<file path="config.mk">
export PLATFORM = sky130hd
export DESIGN_NAME = kmap_sweep_ctrl
export DESIGN_NICKNAME = d
export VERILOG_FILES = /design/src/rtl/kmap_sweep_ctrl.sv
export SDC_FILE = /design/constraint.sdc
export NUM_CORES = 1
export LEC_CHECK = 0
export ABC_AREA = 1
export BUFFER_PORTS_ARGS = -buffer_cell sky130_fd_sc_hd__buf_4
export CORE_MARGIN = 2
export CORE_UTILIZATION = 52
export CTS_BUF_LIST = sky130_fd_sc_hd__clkbuf_16
export CTS_CLUSTER_SIZE = 30
export DETAILED_ROUTE_END_ITERATION = 10
export PLACE_DENSITY = 0.77
export SYNTH_ARGS = -nofsm -noshare
export SYNTH_HDL_FRONTEND = slang
export SYNTH_SLANG_ARGS = --single-unit
</file>
<file path="constraint.sdc">
create_clock -name clk -period 1.4 [get_ports clk]
set_input_delay 0.14 -clock clk [delete_from_list [all_inputs] [get_ports clk]]
set_output_delay 0.14 -clock clk [all_outputs]
set_load 0.01 [all_outputs]
</file>
<file path="src/rtl/kmap_sweep_ctrl.sv">
// kmap_sweep_ctrl: steps a combinational truth-table datapath through every
// minterm in ascending order, captures f_in per minterm, counts the ones and
// compares the capture against a latched expected table.
//
// state   | meaning
// --------+-----------------------------------------------------------
// S_IDLE  | after reset; sel=0, waiting for start
// S_SWEEP | minterm idx on sel, sampled when settle timer reaches zero
// S_DONE  | results final and held; start begins a new sweep
module kmap_sweep_ctrl #(
  parameter int N_IN   = 3,
  parameter int SETTLE = 1
) (
  input  logic                   clk,
  input  logic                   areset,
  input  logic                   start,
  input  logic [(1<<N_IN)-1:0]   expected,
  output logic [N_IN-1:0]        sel,
  input  logic                   f_in,
  output logic                   busy,
  output logic                   done,
  output logic [(1<<N_IN)-1:0]   table_o,
  output logic [N_IN:0]          ones_count,
  output logic                   mismatch,
  output logic [N_IN-1:0]        first_err
);

  localparam int T  = 1 << N_IN;
  localparam int WW = (SETTLE > 1) ? $clog2(SETTLE) : 1;
  localparam logic [WW-1:0]   RELOAD = WW'(SETTLE - 1);
  localparam logic [N_IN-1:0] LAST   = N_IN'(T - 1);

  typedef enum logic [1:0] {
    S_IDLE  = 2'd0,
    S_SWEEP = 2'd1,
    S_DONE  = 2'd2
  } state_t;

  state_t          state_q, state_d;
  logic [N_IN-1:0] idx_q, idx_d;
  logic [WW-1:0]   wcnt_q, wcnt_d;
  logic [T-1:0]    exp_q, exp_d;
  logic [T-1:0]    tbl_q, tbl_d;
  logic [N_IN:0]   ones_q, ones_d;
  logic            mm_q, mm_d;
  logic [N_IN-1:0] ferr_q, ferr_d;

  // State and result registers; reset aborts any sweep and clears everything.
  always_ff @(posedge clk or posedge areset) begin
    if (areset) begin
      state_q <= S_IDLE;
      idx_q   <= '0;
      wcnt_q  <= '0;
      exp_q   <= '0;
      tbl_q   <= '0;
      ones_q  <= '0;
      mm_q    <= 1'b0;
      ferr_q  <= '0;
    end else begin
      state_q <= state_d;
      idx_q   <= idx_d;
      wcnt_q  <= wcnt_d;
      exp_q   <= exp_d;
      tbl_q   <= tbl_d;
      ones_q  <= ones_d;
      mm_q    <= mm_d;
      ferr_q  <= ferr_d;
    end
  end

  // Next-state: start launches a sweep, settle down-counter gates each sample.
  always_comb begin
    state_d = state_q;
    idx_d   = idx_q;
    wcnt_d  = wcnt_q;
    exp_d   = exp_q;
    tbl_d   = tbl_q;
    ones_d  = ones_q;
    mm_d    = mm_q;
    ferr_d  = ferr_q;
    case (state_q)
      S_IDLE, S_DONE: begin
        if (start) begin
          state_d = S_SWEEP;
          idx_d   = '0;
          wcnt_d  = RELOAD;
          exp_d   = expected;
          tbl_d   = '0;
          ones_d  = '0;
          mm_d    = 1'b0;
          ferr_d  = '0;
        end
      end
      S_SWEEP: begin
        if (wcnt_q != '0) begin
          wcnt_d = wcnt_q - 1'b1;
        end else begin
          tbl_d[idx_q] = f_in;
          ones_d       = ones_q + {{N_IN{1'b0}}, f_in};
          // Only the first miscompare is recorded; later ones leave first_err alone.
          if ((f_in != exp_q[idx_q]) && !mm_q) begin
            mm_d   = 1'b1;
            ferr_d = idx_q;
          end
          wcnt_d = RELOAD;
          if (idx_q == LAST) begin
            state_d = S_DONE;
            idx_d   = '0;
          end else begin
            idx_d = idx_q + 1'b1;
          end
        end
      end
      default: state_d = S_IDLE;
    endcase
  end

  // Outputs decoded from registered state.
  always_comb begin
    sel        = (state_q == S_SWEEP) ? idx_q : '0;
    busy       = (state_q == S_SWEEP);
    done       = (state_q == S_DONE);
    table_o    = tbl_q;
    ones_count = ones_q;
    mismatch   = mm_q;
    first_err  = ferr_q;
  end

endmodule

</file>
# Word level (Yosys, flattened, before mapping)
# Cells that the tools add are included.
[totals]
romBits = 0
ramBits = 0
in_bits = 12
output_inout_bits = 21
latch_bits = 0
regBits = 30
elab_cells = 61
memories = 0
[classes]
add_sub_neg = 3
magnitude_cmp = 2
n_div = 0
n_mux = 29
n_mul = 0
n_bitwise = 0
shifts = 0
n_eq_ne = 8
reduce_logical = 11
[op_table]
columns = ["op", "n"]
rows = [
  ["3-bit two-way mux", 6],
  ["8-bit two-way mux", 2],
  ["8-bit one-hot mux with 2 select lines", 1],
  ["3-bit one-hot mux with 2 select lines", 2],
  ["8-bit bitwise mux", 1],
  ["4-bit two-way mux", 2],
  ["4-bit one-hot mux with 2 select lines", 1],
  ["1-bit two-way mux", 6],
  ["2-bit two-way mux", 3],
  ["3-bit AND reduction", 2],
  ["4-bit by 1-bit adder with 4-bit output", 1],
  ["3-bit by 4-bit less-than comparator with 1-bit output (second input constant)", 1],
  ["2-bit by 1-bit != test with 1-bit output (second input constant)", 2],
  ["2-bit != test (second input constant)", 2],
  ["1-bit one-hot mux with 2 select lines", 2],
  ["2-bit one-hot mux with 2 select lines", 1],
  ["2-bit AND reduction", 2],
  ["4-bit AND reduction", 1],
  ["3-bit by 1-bit adder with 3-bit output (second input constant)", 1],
  ["1-bit binary-select mux with 3-bit select", 1],
  ["1-bit demux with 3-bit select", 1],
  ["3-bit == test (second input constant)", 1],
  ["3-bit by 1-bit >= comparator with 1-bit output (second input constant)", 1],
  ["2-bit by 1-bit == test with 1-bit output (second input constant)", 1],
  ["8 further kinds", 9],
]

# Depth between registers and ports, before layout
# Gate-level depths: netlist (run 1).
[logic_depth]
depth_word = 7
mapped_depth = 11

# Worst setup path after synthesis (run 1)
# Ideal clock, no wire load.
[synth_timing]
kind = "register to register"
from = "register idx_q[0]"
to = "register ferr_q[0] (netlist: first_err[0])"
required_time_ps = 1282
t_arrival_ps = 1159
path_stages_with_launch = 11
setup_slack_ps = 123
n_path_buf = 0
path_cell_list = "dfrtp_1 > inv_2 > nand2_1 > nand3_1 > nand2_2 > nor2_1 > nand2_1 > nand3_2 > nand2_2 > nand2_1 > nand2_1"
[synth_via]
elab_chain_cells = 6
word_cells_on_any_way = 9
classes_between = "eq/ne (2); mux (5); reduce/logical (2)"
[synth_rtl]
columns = ["element", "line_no", "rtl"]
rows = [
  ["start: declaration", "40", "logic [N_IN-1:0] idx_q, idx_d;"],
  ["start signal: assignment", "61", "idx_q <= idx_d;"],
  ["1-bit binary-select mux with 3-bit select", "101", "if ((f_in != exp_q[idx_q]) && !mm_q) begin"],
  ["1-bit two-way mux (not written as such)", "101", ""],
  ["1-bit != test", "101", ""],
  ["1-bit logical AND", "101", ""],
  ["2-bit by 1-bit != test with 1-bit output (no line)", "n/a", ""],
  ["4-bit AND reduction (no line)", "n/a", ""],
  ["end signal: assignment", "67", "ferr_q <= ferr_d;"],
  ["end: declaration", "46", "logic [N_IN-1:0] ferr_q, ferr_d;"],
]
# Parallel ways exist; a longest one is shown, timed or not. The select of a mux whose other input is x is not followed.
# A chain may end at the register's enable or synchronous reset.

# Worst setup path in the final report (run 1)
[layout_timing]
from = "register state_q[0]"
to = "output sel[1]"
[layout_via]
elab_chain_cells = 2
[layout_rtl]
columns = ["element", "line_no", "rtl"]
rows = [
  ["start: declaration", "39", "state_t state_q, state_d;"],
  ["start signal: assignment", "60", "state_q <= state_d;"],
  ["2-bit by 1-bit == test with 1-bit output", "120", "sel = (state_q == S_SWEEP) ? idx_q : '0;"],
  ["3-bit two-way mux", "120", ""],
  ["end: declaration", "18", "output logic [N_IN-1:0] sel,"],
]
# Every way passes these cells.

==> metrics.md, run 1 <==
| Metric | Value |
|---|---|
| CTS tree | `built` |
| Rel. slew slack | `0.755` |
| Critical R2R Launch | `idx_q[2]` |
| Port-buffer cells | `32` |
| FF-to-FF End | `first_err[0]` |
| Die height | `approximately 56 um` |
| Leading area contributor after synthesis | `dfrtp_1` |
| CTS clk-pin slew, worst paths | `around 0.050 ns` |
| Inserted Clock Buffers | `5` |
| Crit start category | `flip-flop` |
| Worst Max-Slew Pin Slew | `0.368 ns` |
| Seq cells post-synth | `29` |
| # nets final | `~240` |
| WP data arrival | `between 1 and 1.5 ns` |
| Critical Path Max Stage Delay | `0.41 ns` |
| Synth top area share | `0.508` |
| Clock Skew | `between 0.003 and 0.004 ns` |
| Starting Density | `0.561` |
| First-pass GRT wire length | `5710 um` |
| Peak supply drop | `0.00214 V` |
| Worst path buffer plus inverter count | `3` |
| Remaining Overflow, GRT | `0` |
| Required time of the critical path | `1.26 ns` |
| Die ar. | `3180 um2` |
| CTS max path bufs | `2` |
| Hold path start | `expected[5]` |
| Crit. Startpoint | `state_q[0]` |
| Root Buffer | `clkbuf_16` |
| CP cell instances | `inv_2 -> nor2_4 -> inv_4 -> nor2_4 -> buf_4` |
| Crit-path leading delay family | `flip-flops` |
| ANT cells | `0` |
| Syn Nets | `approximately 190` |
| # H-tree levels | `2` |
| Top post-synthesis cells by area | `dfrtp_1 (51%), nand2_1 (14%), o21ai_0 (6.0%), nand3_1 (4.9%), inv_1 (4.7%)` |
| Core Footprint | `2540 um2` |
| Post-DRT Antenna Nets | `0` |
| Util after Layout | `0.776` |
| CP dominant cell by count | `nor2_4` |
| Synth Area per Inst | `~8.3 um2` |
| GRT Resource Usage Total | `0.233` |
| Setup TNS | `0 ns` |
| Hold Path Class | `in2reg` |
| Hold Crit Endpoint | `exp_q[5]` |
| Tcrit/Tclk final | `0.998` |
| Clk Latency, worst-skew pair | `0.27 ns` |
| Post-synthesis cell type count | `21` |
| Max Fclk | `0.716 GHz` |
| Path depth of the worst reg2reg path | `10` |
| Initial DRC Count | `40` |
| DR vias/cell | `~5.3` |
| Critical path's slowest cell | `dfrtp_1` |
| Flop-to-flop setup slack | `0.02 ns` |
| Layout Area Growth over Synthesis | `38.4%` |
| GP Congestion | `0.908` |
| Share of layout cells above drive strength 1 | `0.370` |
| # rows | `18` |
| Largest net degree at the start of global routing | `30` |
| Maxcap violations | `0` |
| Post-DP HPWL | `about 2300 um` |
| Initial antenna violation count | `0` |
| Yosys warns | `0` |
| Final Hold Fails | `0` |
| Via count | `1,332` |
| Slew Viols, Final | `0` |
| Cell area after synthesis | `1430 um2` |
| Gate Count Post-Synth | `171` |
| DR pass1 iterations | `4` |
| Setup crit end kind | `primary output` |
| Kind of critical path | `reg2out` |
| RSZ-0062 raised after global routing | `true` |
| Ports | `33` |
| Vias in the first global route | `between 1,000 and 1,500` |
| Total power | `slightly below 5 mW` |
| Multi-input gate area | `626 um2` |
| LEAKAGE | `1.06 nW` |
| Final setup fails | `0` |
| Min cycle time layout | `between 1 and 1.5 ns` |
| Filler Cells Inserted | `around 170` |
| Hold path depth | `3` |
| Cell count along the critical path | `5` |
| Sequential share of the synthesized area | `0.508` |
| Clk sinks | `29` |
| Chip width | `56.4 um` |
| Register Area | `roughly 730 um2` |
| # DRC | `0` |
| Power Density | `between 2000 and 2500 nW/um2` |
| WL final | `3690 um` |
| Crit-path max FO | `7` |
| WL per Instance | `14.8 um` |
| Status | `finished, final reports clean` |
-- flip-flops by register name (all words and copies together), names as in the netlist --
register and flops:
exp_q 8, first_err 3, idx_q 3, mismatch 1, ones_count 4, state_q 2, table_o 8
-- layout by cell type (no fill, tap or decap), drive strengths merged --
master / Yosys / layout
mux2i: 1 / 1
nand2: 58 / 58
clkinvlp: 0 / 2
o21ai: 18 / 18
ha: 4 / 4
a22oi: 2 / 2
a31oi: 2 / 2
a21oi: 2 / 2
clkbuf: 2 / 5
inv: 22 / 24
dfrtp: 29 / 29
nor2: 11 / 11
nand3: 16 / 16
dlygate4sd3: 0 / 1
clkinv: 2 / 1
buf: 2 / 43
-- synth_stat cells (all sizes together) --
cell type and count:
nand2 58, dfrtp 29, inv 22, o21ai 18, nand3 16, nor2 11, ha 4, a21oi 2
a22oi 2, a31oi 2, buf 2, clkbuf 2, clkinv 2, mux2i 1
-- kinds of logic (layout without fill, tap and decap cells) --
family                   count (synthesis)  in the layout  share of synthesized area
buffers and inverters                   28             76                     0.0868
AND/OR/NAND/NOR                         85             85                      0.271
flip-flops                              29             29                      0.508
multiplexers                             1              1                    0.00701
AO/OA/AOI/OAI                           24             24                     0.0920
adder cells (fa/ha/maj)                  4              4                     0.0351
-- worst min-delay path, delay by kind of cell --
kind          cells  cell delay (ns)
buf+inv           1             0.08
simple gates      2             0.09
-- cell type report --
type / instances / area share
Clock buffer: 5 / 0.0633
Clock inverter: 2 / 0.00380
Inverter: 24 / 0.0538
Multi-Input combinational cell: 114 / 0.317
Sequential cell: 29 / 0.369
Tap cell: 30 / 0.0190
Timing Repair Buffer: 44 / 0.170
Timing Repair inverter: 1 / 0.00380
-- per-stage QoR --
step           hold slack (ns)  cell area [um2]  worst slack (ns)  cells
2_1_floorplan            0.218             1430             0.123    171
3_3_place_gp             0.231             1710            0.0298    234
3_5_place_dp             0.240             1710          -0.00344    234
4_1_cts                 0.0748             1860          -0.00669    242
5_1_grt                 0.0901             1980           -0.0683    249
6_report                0.0763             1980           0.00278    249
-- per-layer routing --
metal  vias to the layer above  wire length, um  global-route usage  part of all wire
met5                         -                0                   0                 0
met4                         0               68              0.0884             0.018
met3                         9              202              0.0668             0.055
met2                        50             1900               0.388              0.52
met1                       635             1510               0.285              0.41
li1                        638                -                   -                 -
-- worst max-delay path by stage --
stage / to
2_1_floorplan: first_err[0]
3_3_place_gp: first_err[0]
3_5_place_dp: first_err[0]
4_1_cts: idx_q[2]
5_1_grt: first_err[0]
6_report: sel[1]
-- power breakdown --
part,internal [mW],switching [mW]
combinational,1.04,1.38
sequential,1.22,0.319
clock,0.632,0.339
total,2.89,2.03
-- timing repair --
item | CTS | global route
endpoints found under the hold margin | 29 | 0
hold buffers | 1 | 0
gates cloned | 0 | 1
setup buffers | 0 | 6
endpoints found under the setup margin | 7 | 18
resized for setup | 7 | 21
pin swaps | 0 | 3
Power figures use the tool's default switching activity.
==> run 2, diff against run 1 <==
--- a/config.mk
+++ b/config.mk
@@ -8,11 +8,10 @@
 export ABC_AREA = 1
 export BUFFER_PORTS_ARGS = -buffer_cell sky130_fd_sc_hd__buf_4
 export CORE_MARGIN = 2
-export CORE_UTILIZATION = 52
+export CORE_UTILIZATION = 30
 export CTS_BUF_LIST = sky130_fd_sc_hd__clkbuf_16
-export CTS_CLUSTER_SIZE = 30
+export CTS_CLUSTER_SIZE = 24
 export DETAILED_ROUTE_END_ITERATION = 10
-export PLACE_DENSITY = 0.77
 export SYNTH_ARGS = -nofsm -noshare
 export SYNTH_HDL_FRONTEND = slang
 export SYNTH_SLANG_ARGS = --single-unit
==> run 2 against run 1 <==
Power down 3.7%; final cell count is 9.2% higher; count of clock-buffer cells in the layout is the same; clock skew grew 0.00069 ns; first-iteration DRC count unchanged; clock power up 1%; highest routed layer unchanged; wire length down 14%; critical path type unchanged; core utilization shrank 35 points; sequential share of layout area down 0.26 points; sequential power fell by 3%.
==> metrics.md, run 2 (synthesized netlist as in run 1, its figures left out) <==
| Metric | Value |
|---|---|
| Util after Layout | `0.427 (was 0.776)` |
| Critical Path Max Stage Delay | `0.37 ns (was 0.41 ns)` |
| CTS max path bufs | `2 (unchanged)` |
| Cell count along the critical path | `5 (unchanged)` |
| Min cycle time layout | `1.34 ns (was 1.40 ns)` |
| Maxcap violations | `0 (unchanged)` |
| CTS tree | `built (unchanged)` |
| Share of layout cells above drive strength 1 | `0.349 (was 0.370)` |
| Initial antenna violation count | `0 (unchanged)` |
| Inserted Clock Buffers | `5 (unchanged)` |
| GP Congestion | `0.875 (was 0.908)` |
| Clk Latency, worst-skew pair | `0.27 ns (about the same)` |
| Vias in the first global route | `1,134 (was 1,291)` |
| Port-buffer cells | `32 (unchanged)` |
| Hold path depth | `3 (unchanged)` |
| # nets final | `233 (was 235)` |
| WL final | `3180 um (was 3690 um)` |
| LEAKAGE | `1.06 nW (about the same)` |
| Post-DRT Antenna Nets | `0 (unchanged)` |
| First-pass GRT wire length | `5240 um (was 5710 um)` |
| Power Density | `2380 nW/um2 (was 2490 nW/um2)` |
| Root Buffer | `clkbuf_16 (unchanged)` |
| Multi-input gate area | `611 um2 (was 626 um2)` |
| Ports | `33 (unchanged)` |
| Register Area | `729 um2 (unchanged)` |
| Die height | `73.0 um (was 56.4 um)` |
| # DRC | `0 (unchanged)` |
| Worst Max-Slew Pin Slew | `0.367 ns (was 0.368 ns)` |
| Final instance area | `1990 um2 (was 1980 um2)` |
| Path depth of the worst reg2reg path | `10 (unchanged)` |
| Largest net degree at the start of global routing | `30 (unchanged)` |
| Crit start category | `flip-flop (unchanged)` |
| CP cell instances | `inv_2 -> nor2_4 -> clkinv_4 -> nor2_4 -> buf_6 (was inv_2 -> nor2_4 -> inv_4 -> nor2_4 -> buf_4)` |
| Crit-path max FO | `7 (unchanged)` |
| WP data arrival | `1.20 ns (was 1.26 ns)` |
| ANT cells | `0 (unchanged)` |
| Layout Area Growth over Synthesis | `39.4% (was 38.4%)` |
| Final setup fails | `0 (unchanged)` |
| Rel. slew slack | `0.755 (about the same)` |
| Peak supply drop | `0.000765 V (was 0.00214 V)` |
| GRT Resource Usage Total | `0.131 (was 0.233)` |
| Setup crit end kind | `primary output (unchanged)` |
| Required time of the critical path | `1.26 ns (about the same)` |
| CP dominant cell by count | `nor2_4 (unchanged)` |
| Slew Viols, Final | `0 (unchanged)` |
| Via count | `1,225 (was 1,332)` |
| Post-DP HPWL | `2360 um (was 2340 um)` |
| # H-tree levels | `2 (unchanged)` |
| DR vias/cell | `4.50 (was 5.35)` |
| Die ar. | `5330 um2 (was 3180 um2)` |
| Tcrit/Tclk final | `0.961 (was 0.998)` |
| Starting Density | `0.306 (was 0.561)` |
| Status | `finished, final reports clean (unchanged)` |
| Commonest non-fill, non-tap cell in the layout | `nand2_1 (unchanged)` |
| DR pass1 iterations | `4 (unchanged)` |
| Final Hold Fails | `0 (unchanged)` |
| # rows | `25 (was 18)` |
| Worst path buffer plus inverter count | `3 (unchanged)` |
| Max Fclk | `0.744 GHz (was 0.716 GHz)` |
| Hold Path Class | `in2reg (unchanged)` |
| Commonest cells after routing, fill and taps aside | `nand2_1 (50), buf_4 (39), dfrtp_1 (26) (was nand2_1 (49), buf_4 (42), dfrtp_1 (26))` |
| Chip width | `73.0 um (was 56.4 um)` |
| WL per Instance | `11.7 um (was 14.8 um)` |
| Crit-path leading delay family | `flip-flops (unchanged)` |
| Clk sinks | `29 (unchanged)` |
| Remaining Overflow, GRT | `0 (unchanged)` |
| Initial DRC Count | `40 (unchanged)` |
| Filler Cells Inserted | `480 (was 173)` |
| Placed cell areas | `1770 um2 (was 1710 um2)` |
| Core Footprint | `4660 um2 (was 2540 um2)` |
| Critical path's slowest cell | `dfrtp_1 (unchanged)` |
| RSZ-0062 raised after global routing | `true (unchanged)` |
| Kind of critical path | `reg2out (unchanged)` |
| CTS clk-pin slew, worst paths | `0.05 ns (about the same)` |
| Clock Skew | `0.00388 ns (was 0.00319 ns)` |
==> run 2: repair_timing <==
item                                   4_1_cts  5_1_grt
setup buffers                                0        2
pin swaps                                    0        3
setup endpoints to repair                    3        6
gates resized for setup                      4       14
hold buffers                                 1        0
endpoints found under the hold margin       29        0
==> run 2: path summary, 6_finish.rpt <==
path | start | endpoint | slack, ns
worst min register to register | ones_count[3] | ones_count[3] | 0.47
worst min-delay path | expected[4] | exp_q[4] | 0.07
max in group asynchronous | areset | idx_q[1] | 0.60
worst max-delay path | state_q[0] | sel[1] | 0.06
worst max register to register | idx_q[2] | first_err[1] | 0.08
min in group asynchronous | areset | exp_q[1] | 0.50
==> run 2: layout make-up <==
cell class,instances,share of cell area
clock inverters,3,0.00629
clock buffers,5,0.0629
multi-input cells,114,0.307
well taps,54,0.0340
flip-flops and latches,29,0.367
repair buffers,43,0.174
inverters,24,0.0497
==> run 2: report_power, final <==
group / switching [mW] / internal (mW) / total, mW
Clock: 0.343 / 0.639 / 0.982
Sequential: 0.270 / 1.22 / 1.49
Combinational: 1.26 / 1.02 / 2.27
Total: 1.87 / 2.87 / 4.74
==> run 2: worst register-to-register path, cell delays in order, from the launching register on <==
cell and delay (ns):
dfrtp_2 0.45, inv_2 0.13, nor2_4 0.06, nand2_2 0.07
nand2_2 0.05, nor2_1 0.09, nand2_1 0.06, nand3_2 0.11
nand2_2 0.08, nand2_1 0.06, nand2_1 0.05
==> run 2: per-stage QoR <==
stage / total power [mW] / std cells / TNS, ns / hold slack (ns) / setup WS (ns)
2_1_floorplan: 2.74 / 171 / 0 / 0.218 / 0.123
3_3_place_gp: 3.55 / 261 / 0 / 0.243 / 0.0369
3_5_place_dp: 3.60 / 261 / 0 / 0.246 / 0.0108
4_1_cts: 4.65 / 270 / 0 / 0.0665 / 0.00174
5_1_grt: 5.15 / 272 / -0.112 / 0.0849 / -0.0383
6_report: 4.74 / 272 / 0 / 0.0736 / 0.0551
==> run 2: layer usage <==
layer / share of wire / track usage / vias to the layer above
met1: 0.46 / 0.168 / 560
met5: 0 / 0 / -
met3: 0.049 / 0.0414 / 6
met4: 0.017 / 0.0556 / 0
li1: - / - / 637
met2: 0.47 / 0.202 / 22
